[src/rtl/uart_tx_cfg.sv]
// UART transmitter with runtime parity (none/even/odd), 1 or 2 stop bits and a
// one-entry holding register so frames can go out back-to-back.
module uart_tx_cfg #(
  parameter int DATA_BITS = 8,
  parameter int SB_TICKS  = 16
) (
  input  logic                 clk,
  input  logic                 reset,
  input  logic                 s_tick,
  input  logic                 tx_valid,
  output logic                 tx_ready,
  input  logic [DATA_BITS-1:0] din,
  input  logic [1:0]           parity_mode,
  input  logic                 stop2,
  output logic                 tx_busy,
  output logic                 tx_done_tick,
  output logic                 tx
);

  // state  | meaning
  // IDLE   | line high, waiting for a buffered word
  // START  | start bit (line low)
  // DATA   | data bits, LSB first
  // PARITY | optional parity bit
  // STOP   | one or two stop bit periods (line high)
  typedef enum logic [2:0] {IDLE, START, DATA, PARITY, STOP} state_t;

  localparam int SW = $clog2(2 * SB_TICKS);
  localparam int NW = (DATA_BITS > 1) ? $clog2(DATA_BITS) : 1;
  localparam logic [SW-1:0] BIT_LAST   = SW'(SB_TICKS - 1);
  localparam logic [SW-1:0] STOP2_LAST = SW'(2 * SB_TICKS - 1);
  localparam logic [NW-1:0] N_LAST     = NW'(DATA_BITS - 1);

  state_t               state;
  logic [SW-1:0]        s_reg;
  logic [NW-1:0]        n_reg;
  logic [DATA_BITS-1:0] shift_reg;
  logic [DATA_BITS-1:0] hold_data;
  logic                 hold_valid;
  logic                 par_en;
  logic                 par_bit;
  logic                 stop2_reg;

  logic                 bit_end;
  logic [SW-1:0]        stop_last;
  logic                 frame_end;
  logic                 load;
  logic                 par_on;
  logic                 par_val;

  assign bit_end      = s_tick && (s_reg == BIT_LAST);
  assign stop_last    = stop2_reg ? STOP2_LAST : BIT_LAST;
  assign frame_end    = (state == STOP) && s_tick && (s_reg == stop_last);
  assign load         = hold_valid && ((state == IDLE) || frame_end);
  assign par_on       = (parity_mode == 2'b01) || (parity_mode == 2'b10);
  assign par_val      = (parity_mode == 2'b10) ? ~^hold_data : ^hold_data;

  assign tx_ready     = !hold_valid;
  assign tx_busy      = (state != IDLE);
  assign tx_done_tick = frame_end;

  always_ff @(posedge clk or posedge reset) begin
    if (reset) begin
      state      <= IDLE;
      s_reg      <= '0;
      n_reg      <= '0;
      shift_reg  <= '0;
      hold_data  <= '0;
      hold_valid <= 1'b0;
      par_en     <= 1'b0;
      par_bit    <= 1'b0;
      stop2_reg  <= 1'b0;
      tx         <= 1'b1;
    end else begin
      if (tx_valid && !hold_valid) begin
        hold_data  <= din;
        hold_valid <= 1'b1;
      end

      // A load at frame end skips IDLE entirely, so the next start bit
      // follows the last stop tick with no extra high time.
      if (load) begin
        shift_reg  <= hold_data;
        hold_valid <= 1'b0;
        state      <= START;
        s_reg      <= '0;
        n_reg      <= '0;
        par_en     <= par_on;
        par_bit    <= par_val;
        stop2_reg  <= stop2;
      end else begin
        case (state)
          IDLE: begin
            s_reg <= '0;
          end
          START: begin
            if (bit_end) begin
              state <= DATA;
              s_reg <= '0;
              n_reg <= '0;
            end else if (s_tick) begin
              s_reg <= s_reg + SW'(1);
            end
          end
          DATA: begin
            if (bit_end) begin
              s_reg     <= '0;
              shift_reg <= shift_reg >> 1;
              if (n_reg == N_LAST) begin
                state <= par_en ? PARITY : STOP;
              end else begin
                n_reg <= n_reg + NW'(1);
              end
            end else if (s_tick) begin
              s_reg <= s_reg + SW'(1);
            end
          end
          PARITY: begin
            if (bit_end) begin
              state <= STOP;
              s_reg <= '0;
            end else if (s_tick) begin
              s_reg <= s_reg + SW'(1);
            end
          end
          STOP: begin
            if (frame_end) begin
              state <= IDLE;
              s_reg <= '0;
            end else if (s_tick) begin
              s_reg <= s_reg + SW'(1);
            end
          end
          default: begin
            state <= IDLE;
            s_reg <= '0;
          end
        endcase
      end

      case (state)
        START:   tx <= 1'b0;
        DATA:    tx <= shift_reg[0];
        PARITY:  tx <= par_bit;
        default: tx <= 1'b1;
      endcase
    end
  end

endmodule

[config.mk]
export PLATFORM = sky130hd
export DESIGN_NAME = uart_tx_cfg
export DESIGN_NICKNAME = d
export VERILOG_FILES = /design/src/rtl/uart_tx_cfg.sv
export SDC_FILE = /design/constraint.sdc
export NUM_CORES = 1
export LEC_CHECK = 0
export BUFFER_PORTS_ARGS = -buffer_cell sky130_fd_sc_hd__buf_2
export CORE_ASPECT_RATIO = 1.2
export CORE_MARGIN = 5
export CORE_UTILIZATION = 60
export DETAILED_ROUTE_END_ITERATION = 16
export PLACE_DENSITY = 0.82
export SYNTH_ARGS = -nofsm -noshare
export SYNTH_HDL_FRONTEND = slang
export SYNTH_SLANG_ARGS = --single-unit
[constraint.sdc]
create_clock -name clk -period 3.48 [get_ports clk]
set_clock_uncertainty 0.2 [all_clocks]
set_input_delay 0.696 -clock clk [delete_from_list [all_inputs] [get_ports clk]]
set_output_delay 0.696 -clock clk [all_outputs]
set_load 0.05 [all_outputs]
==> results of run 1 <==
==> how the worst max path moves through the flow <==
stage | slack, ps | endpoint
2_1_floorplan | 520 | tx_done_tick
3_3_place_gp | 980 | par_bit
3_5_place_dp | 900 | par_bit
4_1_cts | 970 | tx_done_tick
5_1_grt | 820 | tx_done_tick
6_report | 1000 | tx_done_tick
==> power groups by stage <==
stage	registers, mW	logic [mW]	clock network, mW
after global placement	0.664	0.571	0
after detailed placement	0.674	0.599	0
after floorplan	0.645	0.512	0
after CTS	0.669	0.599	0.324
after global routing	0.689	0.653	0.346
final	0.669	0.589	0.315
==> routing by layer <==
| metal | vias up | part of all wire (%) | GRT usage (%) |
|---|---|---|---|
| met5 | - | 0 | 0 |
| met4 | 0 | 0 | 6.087 |
| met3 | 0 | 5.4 | 6.589 |
| met2 | 22 | 51 | 28.11 |
| met1 | 539 | 43 | 20.84 |
| li1 | 538 | - | - |
==> cell families (layout without fill, tap and decap cells) <==
family / count (synthesis) / in the layout / share of synthesized area, %
muxes: 12 / 12 / 8.160
AOI/OAI and AO/OA: 24 / 24 / 11.62
and+or+nand+nor: 49 / 49 / 16.55
buffers and inverters: 11 / 31 / 3.694
xor gates and xnor gates: 11 / 11 / 6.774
adders and majority gates: 5 / 5 / 3.849
DFF: 32 / 32 / 49.35
==> area by class of cell <==
type	count	area [sq um]
sequential	32	802.0
multi-input combinational	101	763.2
fill	205	763.2
timing repair buffer	19	97.59
clock buffer	7	65.06
tap	33	41.29
clock inverter	1	30.03
inverter	4	15.01
==> stage by stage <==
step / cell area, sq um / hold WS [ps] / util, % / total power, mW / cells
2_1_floorplan: 1625 / 258.5 / - / 1.157 / 144
3_3_place_gp: 1719 / 277.0 / 66.70 / 1.235 / 189
3_5_place_dp: 1719 / 286.9 / 66.70 / 1.272 / 189
4_1_cts: 1814 / 220.4 / 70.39 / 1.592 / 197
5_1_grt: 1814 / 240.2 / 70.39 / 1.687 / 197
6_report: 1814 / 225.3 / 70.39 / 1.573 / 197
==> worst register-to-register path, cell delays in order, from the launching register on <==
cell and delay (ps):
dfrtp_1 420, ha_1 240, and3_1 190, ha_1 190, nand2_2 180, nor2_2 120
a21oi_1 470, a221o_1 250
==> cells in the final DEF (no fill, tap or decap), drive strengths merged, types with 5 or more instances in the layout <==
master  netlist  layout
a21oi         7       7
a221o         7       7
and2          8       8
buf           6      19
clkbuf        1       7
dfrtp        31      31
ha            5       5
mux2         10      10
nand2         7       7
nand2b        6       6
nor2         12      12
xnor2         6       6
==> flow_metrics.env, run 1 <==
export IMPL_status="finished clean"
export IMPL_path_delay_family="flip-flops"
export IMPL_clkSinkCount=32
export IMPL_cp_max_fo=3
export IMPL_final_hold_viol_count=0
export IMPL_yosysTopAreaCellShare_pct=47.73
export IMPL_worst_pin_slew_ps=717.0
export IMPL_dr_total_vias=1099
export IMPL_power_density_nw_per_um2=867.2
export IMPL_drive_gt1_share_pct=26.22
export IMPL_via_per_inst=5.579
export IMPL_die_w_um=57.51
export IMPL_hp_class="in2async"
export IMPL_hold_buffers=0
export IMPL_io_pins=19
export IMPL_synth_cells=144
export IMPL_syn_area_sq_um=1625
export IMPL_cp_depth=4
export IMPL_slew_headroom_pct=52.10
export IMPL_layout_min_cycle_time_ps=2484
export IMPL_grt_pass1_wl_um=5050
export IMPL_io_buffers=18
export IMPL_slew_viol_final=0
export IMPL_ir_worst_vdd_mv=0.6379
export IMPL_antenna_found_initial=0
export IMPL_cts_buffers=5
export IMPL_fin_tns_setup_ps=0
export IMPL_clockBufferDepth=2
export IMPL_htree_levels=2
export IMPL_grt_pass1_vias=1162
export IMPL_critPathArrivalTime_ps=1590
export IMPL_switchingPower_mw=0.5434
export IMPL_synth_edff_count=0
export IMPL_dp_hpwl_um=2090
export IMPL_power_leakage_nw=0.8368
export IMPL_nets=183
export IMPL_rows=20
export IMPL_yosysMostFrequentCell="dfrtp_1"
export IMPL_synth_seq_cells=32
export IMPL_ys_seq_area_share_pct=49.35
export IMPL_wirelength_um=2836
export IMPL_drv_cap=0
export IMPL_drtIter0Drc=31
export IMPL_cts_root_buf="clkbuf_4"
export IMPL_clock_latency_ps=330
export IMPL_rsz0062_at_grt="no"
export IMPL_r2r_slack_ps=1170
export IMPL_place_ws_ps=903.9
export IMPL_gp_congestion=0.7862
export IMPL_setup_viol=0
export IMPL_critPathSlowestCell="dfrtp_1"
export IMPL_ff2ff_path_depth=7
export IMPL_netSwitchingFraction_pct=34.54
export IMPL_pwr_share_seq_pct=42.5
export IMPL_yosys_area_top_type="dfrtp_1"
export IMPL_dr_pass1_iters=4
export IMPL_synth_top_cells_by_area="dfrtp_1 (48%), mux2_2 (5.5%), a221o_1 (4.3%), ha_1 (3.8%), xnor2_1 (3.2%)"
export IMPL_r2r_start="s_reg[0]"
export IMPL_yosysUniqueCellTypes=38
export IMPL_critical_path_class="reg2out"
export IMPL_grt_usage_pct=17.31
export IMPL_max_stage_delay_ps=410
export IMPL_path_cells="ha_1 -> nand4_1 -> nor3_1 -> buf_2"
export IMPL_synth_avg_cell_area_sq_um=11.29
export IMPL_yosys_warnings=0
export IMPL_endpoint_kind="output pin"
export IMPL_synthesis_nets=164
export IMPL_synth_common_cells="dfrtp_1 (31), nor2_1 (10), and2_1 (8), mux2_2 (8)"
export IMPL_critPathBufInv=1
export IMPL_clkPwrFrac_pct=20.0
export IMPL_fin_ws_ps=996.4
export IMPL_start_kind="flip-flop"
export IMPL_n_antenna_cell=0
export IMPL_grt_ovfl_total=0
export IMPL_fp_coreArea_sq_um=2577
export IMPL_cp_required_ps=2580
export IMPL_die_y_um=67.02
export IMPL_drc=0
export IMPL_synthFlopType="dfrtp_1"
export IMPL_worstSetupStartpoint="s_reg[0]"
export IMPL_intPower_mw=1.030
export IMPL_wire_per_inst_um=14.40
export IMPL_syn2layout_area_growth_pct=11.62
export IMPL_die_area_sq_um=3854
export IMPL_cts_tree="done"
export IMPL_final_antenna_net_count=0
export IMPL_path_clk_slew_ps=100
export IMPL_grt_max_degree=33
export IMPL_p_comb_share_pct=37.4
export IMPL_max_freq_mhz=402.6
export IMPL_finalCritPeriodShare_pct=71.37
export IMPL_initial_core_util_pct=63.06
export IMPL_cts_setup_buffers=0
export IMPL_cts_resized=0
export IMPL_reg2reg_to="shift_reg[4]"
export IMPL_async_flop_share_pct=100.0
(Power assumes the default switching activity.)
==> run 2: changes to the inputs <==
CORE_UTILIZATION = 51   (was 60)
PLACE_DENSITY = 0.74   (was 0.82)
clock period = 2 ns   (was 3.48 ns; I/O delays follow)
==> run 2 against run 1 <==
  * The flow now finishes with violations (setup timing)
  * Wire length rose by 17%
  * Die area rose by 15%
  * Critical path depth rose by 2
  * Final area rose by 15%
  * Critical endpoint is now n_reg[0]
  * Largest power group is now combinational logic
==> flow_metrics.env, run 2 (synthesis results as in run 1) <==
export IMPL_setup_viol=2
export IMPL_grt_ovfl_total=0
export IMPL_clock_latency_ps=320
export IMPL_wire_per_inst_um=14.82
export IMPL_critPathSlowestCell="dfrtp_1"
export IMPL_drc=0
export IMPL_dp_hpwl_um=2312
export IMPL_drv_cap=0
export IMPL_grt_usage_pct=17.29
export IMPL_clkSinkCount=32
export IMPL_htree_levels=2
export IMPL_wirelength_um=3305
export IMPL_nets=206
export IMPL_rsz0062_at_grt="yes"
export IMPL_grt_pass1_wl_um=5754
export IMPL_clockBufferDepth=2
export IMPL_cp_depth=6
export IMPL_cp_required_ps=2020
export IMPL_n_antenna_cell=0
export IMPL_cts_tree="done"
export IMPL_power_leakage_nw=0.9457
export IMPL_via_per_inst=5.363
export IMPL_final_antenna_net_count=0
export IMPL_die_y_um=71.84
export IMPL_antenna_found_initial=0
export IMPL_critPathCapture="n_reg[0]"
export IMPL_gp_congestion=0.7819
export IMPL_mostFrequentLayoutCell="dfrtp_1"
export IMPL_fp_coreArea_sq_um=3055
export IMPL_critPathBufInv=0
export IMPL_die_area_sq_um=4421
export IMPL_finalCritPeriodShare_pct=102.5
export IMPL_slew_viol_final=0
export IMPL_status="complete, but fails checks"
export IMPL_worstSetupStartpoint="n_reg[1]"
export IMPL_ff2ff_path_depth=6
export IMPL_r2r_slack_ps=-50
export IMPL_io_pins=19
export IMPL_power_mw=2.814
export IMPL_hp_class="in2reg"
export IMPL_dr_pass1_iters=4
export IMPL_io_buffers=18
export IMPL_final_hold_viol_count=0
export IMPL_reg2reg_to="n_reg[0]"
export IMPL_fin_ws_ps=-49.27
export IMPL_die_w_um=61.54
export IMPL_critical_path_class="reg2reg"
export IMPL_initial_core_util_pct=53.19
export IMPL_path_cells="ha_2 -> ha_4 -> or3b_4 -> a211oi_4 -> mux2i_1 -> nor2_2"
export IMPL_post_place_cells=205
export IMPL_path_clk_slew_ps=100
export IMPL_cp_max_fo=5
export IMPL_place_ws_ps=-76.53
export IMPL_worst_pin_slew_ps=464.4
export IMPL_rows=22
export IMPL_critPathArrivalTime_ps=2070
export IMPL_dr_total_vias=1196
export IMPL_ir_worst_vdd_mv=0.7707
export IMPL_max_freq_mhz=488.0
export IMPL_instances_no_fill=223
export IMPL_drive_gt1_share_pct=41.71
export IMPL_drtIter0Drc=46
export IMPL_max_stage_delay_ps=390
export IMPL_start_kind="flip-flop"
export IMPL_grt_max_degree=33
export IMPL_holdWs_ps=88.46
export IMPL_mostFrequentLayoutCells="dfrtp_1 (30), buf_4 (19), buf_2 (16)"
export IMPL_grt_pass1_vias=1276
export IMPL_r2r_start="n_reg[1]"
export IMPL_layout_min_cycle_time_ps=2049
export IMPL_cts_buffers=5
export IMPL_slew_headroom_pct=68.87
export IMPL_power_density_nw_per_um2=1347
export IMPL_path_delay_family="simple AND/OR/NAND/NOR gates"
export IMPL_syn2layout_area_growth_pct=28.48
export IMPL_violations="setup timing"
export IMPL_cts_root_buf="clkbuf_4"
export IMPL_endpoint_kind="flip-flop"
## run 2: routing by layer
| layer | routed length (um) | up-vias | track usage (%) | share of wire [%] |
|---|---|---|---|---|
| met1 | 1377 | 583 | 21.99 | 42 |
| met5 | 0 | - | 0 | 0 |
| met3 | 163 | 7 | 5.586 | 4.9 |
| met2 | 1712 | 21 | 28.06 | 52 |
| li1 | - | 585 | - | - |
| met4 | 52 | 0 | 4.245 | 1.6 |
## run 2: layout make-up
class	instances	area, sq um
flip-flops and latches	32	803.3
fillers	246	967.2
well taps	36	45.04
repair buffers	42	300.3
inverters	4	15.01
multi-input cells	101	865.8
clock buffers	8	58.81
## run 2: how the worst min path moves through the flow
stage / slack (ps) / cells after the start / to / from
finish: 90 / 3 / hold_valid / tx_valid
global route: 70 / 3 / hold_valid / tx_valid
CTS: 80 / 3 / hold_valid / tx_valid
detailed placement: 280 / 1 / par_bit / par_bit
global placement: 270 / 1 / par_bit / par_bit
floorplan: 260 / 1 / par_bit / par_bit
## run 2: worst min-delay path, stage by stage
cell,delay [ps]
buf_2,80
nor2_1,30
nor2_1,70
## run 2: metrics by stage
| step | setup TNS (ps) | util, % | cell area, sq um |
|---|---|---|---|
| 5_1_grt | -600.1 | 68.35 | 2088 |
| 2_1_floorplan | 0 | - | 1633 |
| 6_report | -88.14 | 68.35 | 2088 |
| 4_1_cts | -122.4 | 65.44 | 1999 |
| 3_3_place_gp | -116.7 | 59.83 | 1828 |
| 3_5_place_dp | -219.7 | 59.83 | 1828 |
## run 2: where the power goes
part	internal (mW)	total, mW	switching (mW)	leakage, nW
clock network	0.173	0.380	0.207	0.0326
registers	0.928	1.15	0.221	0.387
logic	0.693	1.28	0.591	0.526
## run 2: what timing repair did
action / CTS / global route
setup endpoints to repair: 13 / 22
pin swaps: 4 / 10
resized for setup: 15 / 14
hold buffers: 1 / 0
setup buffers: 6 / 3
hold endpoints to repair: 31 / 0
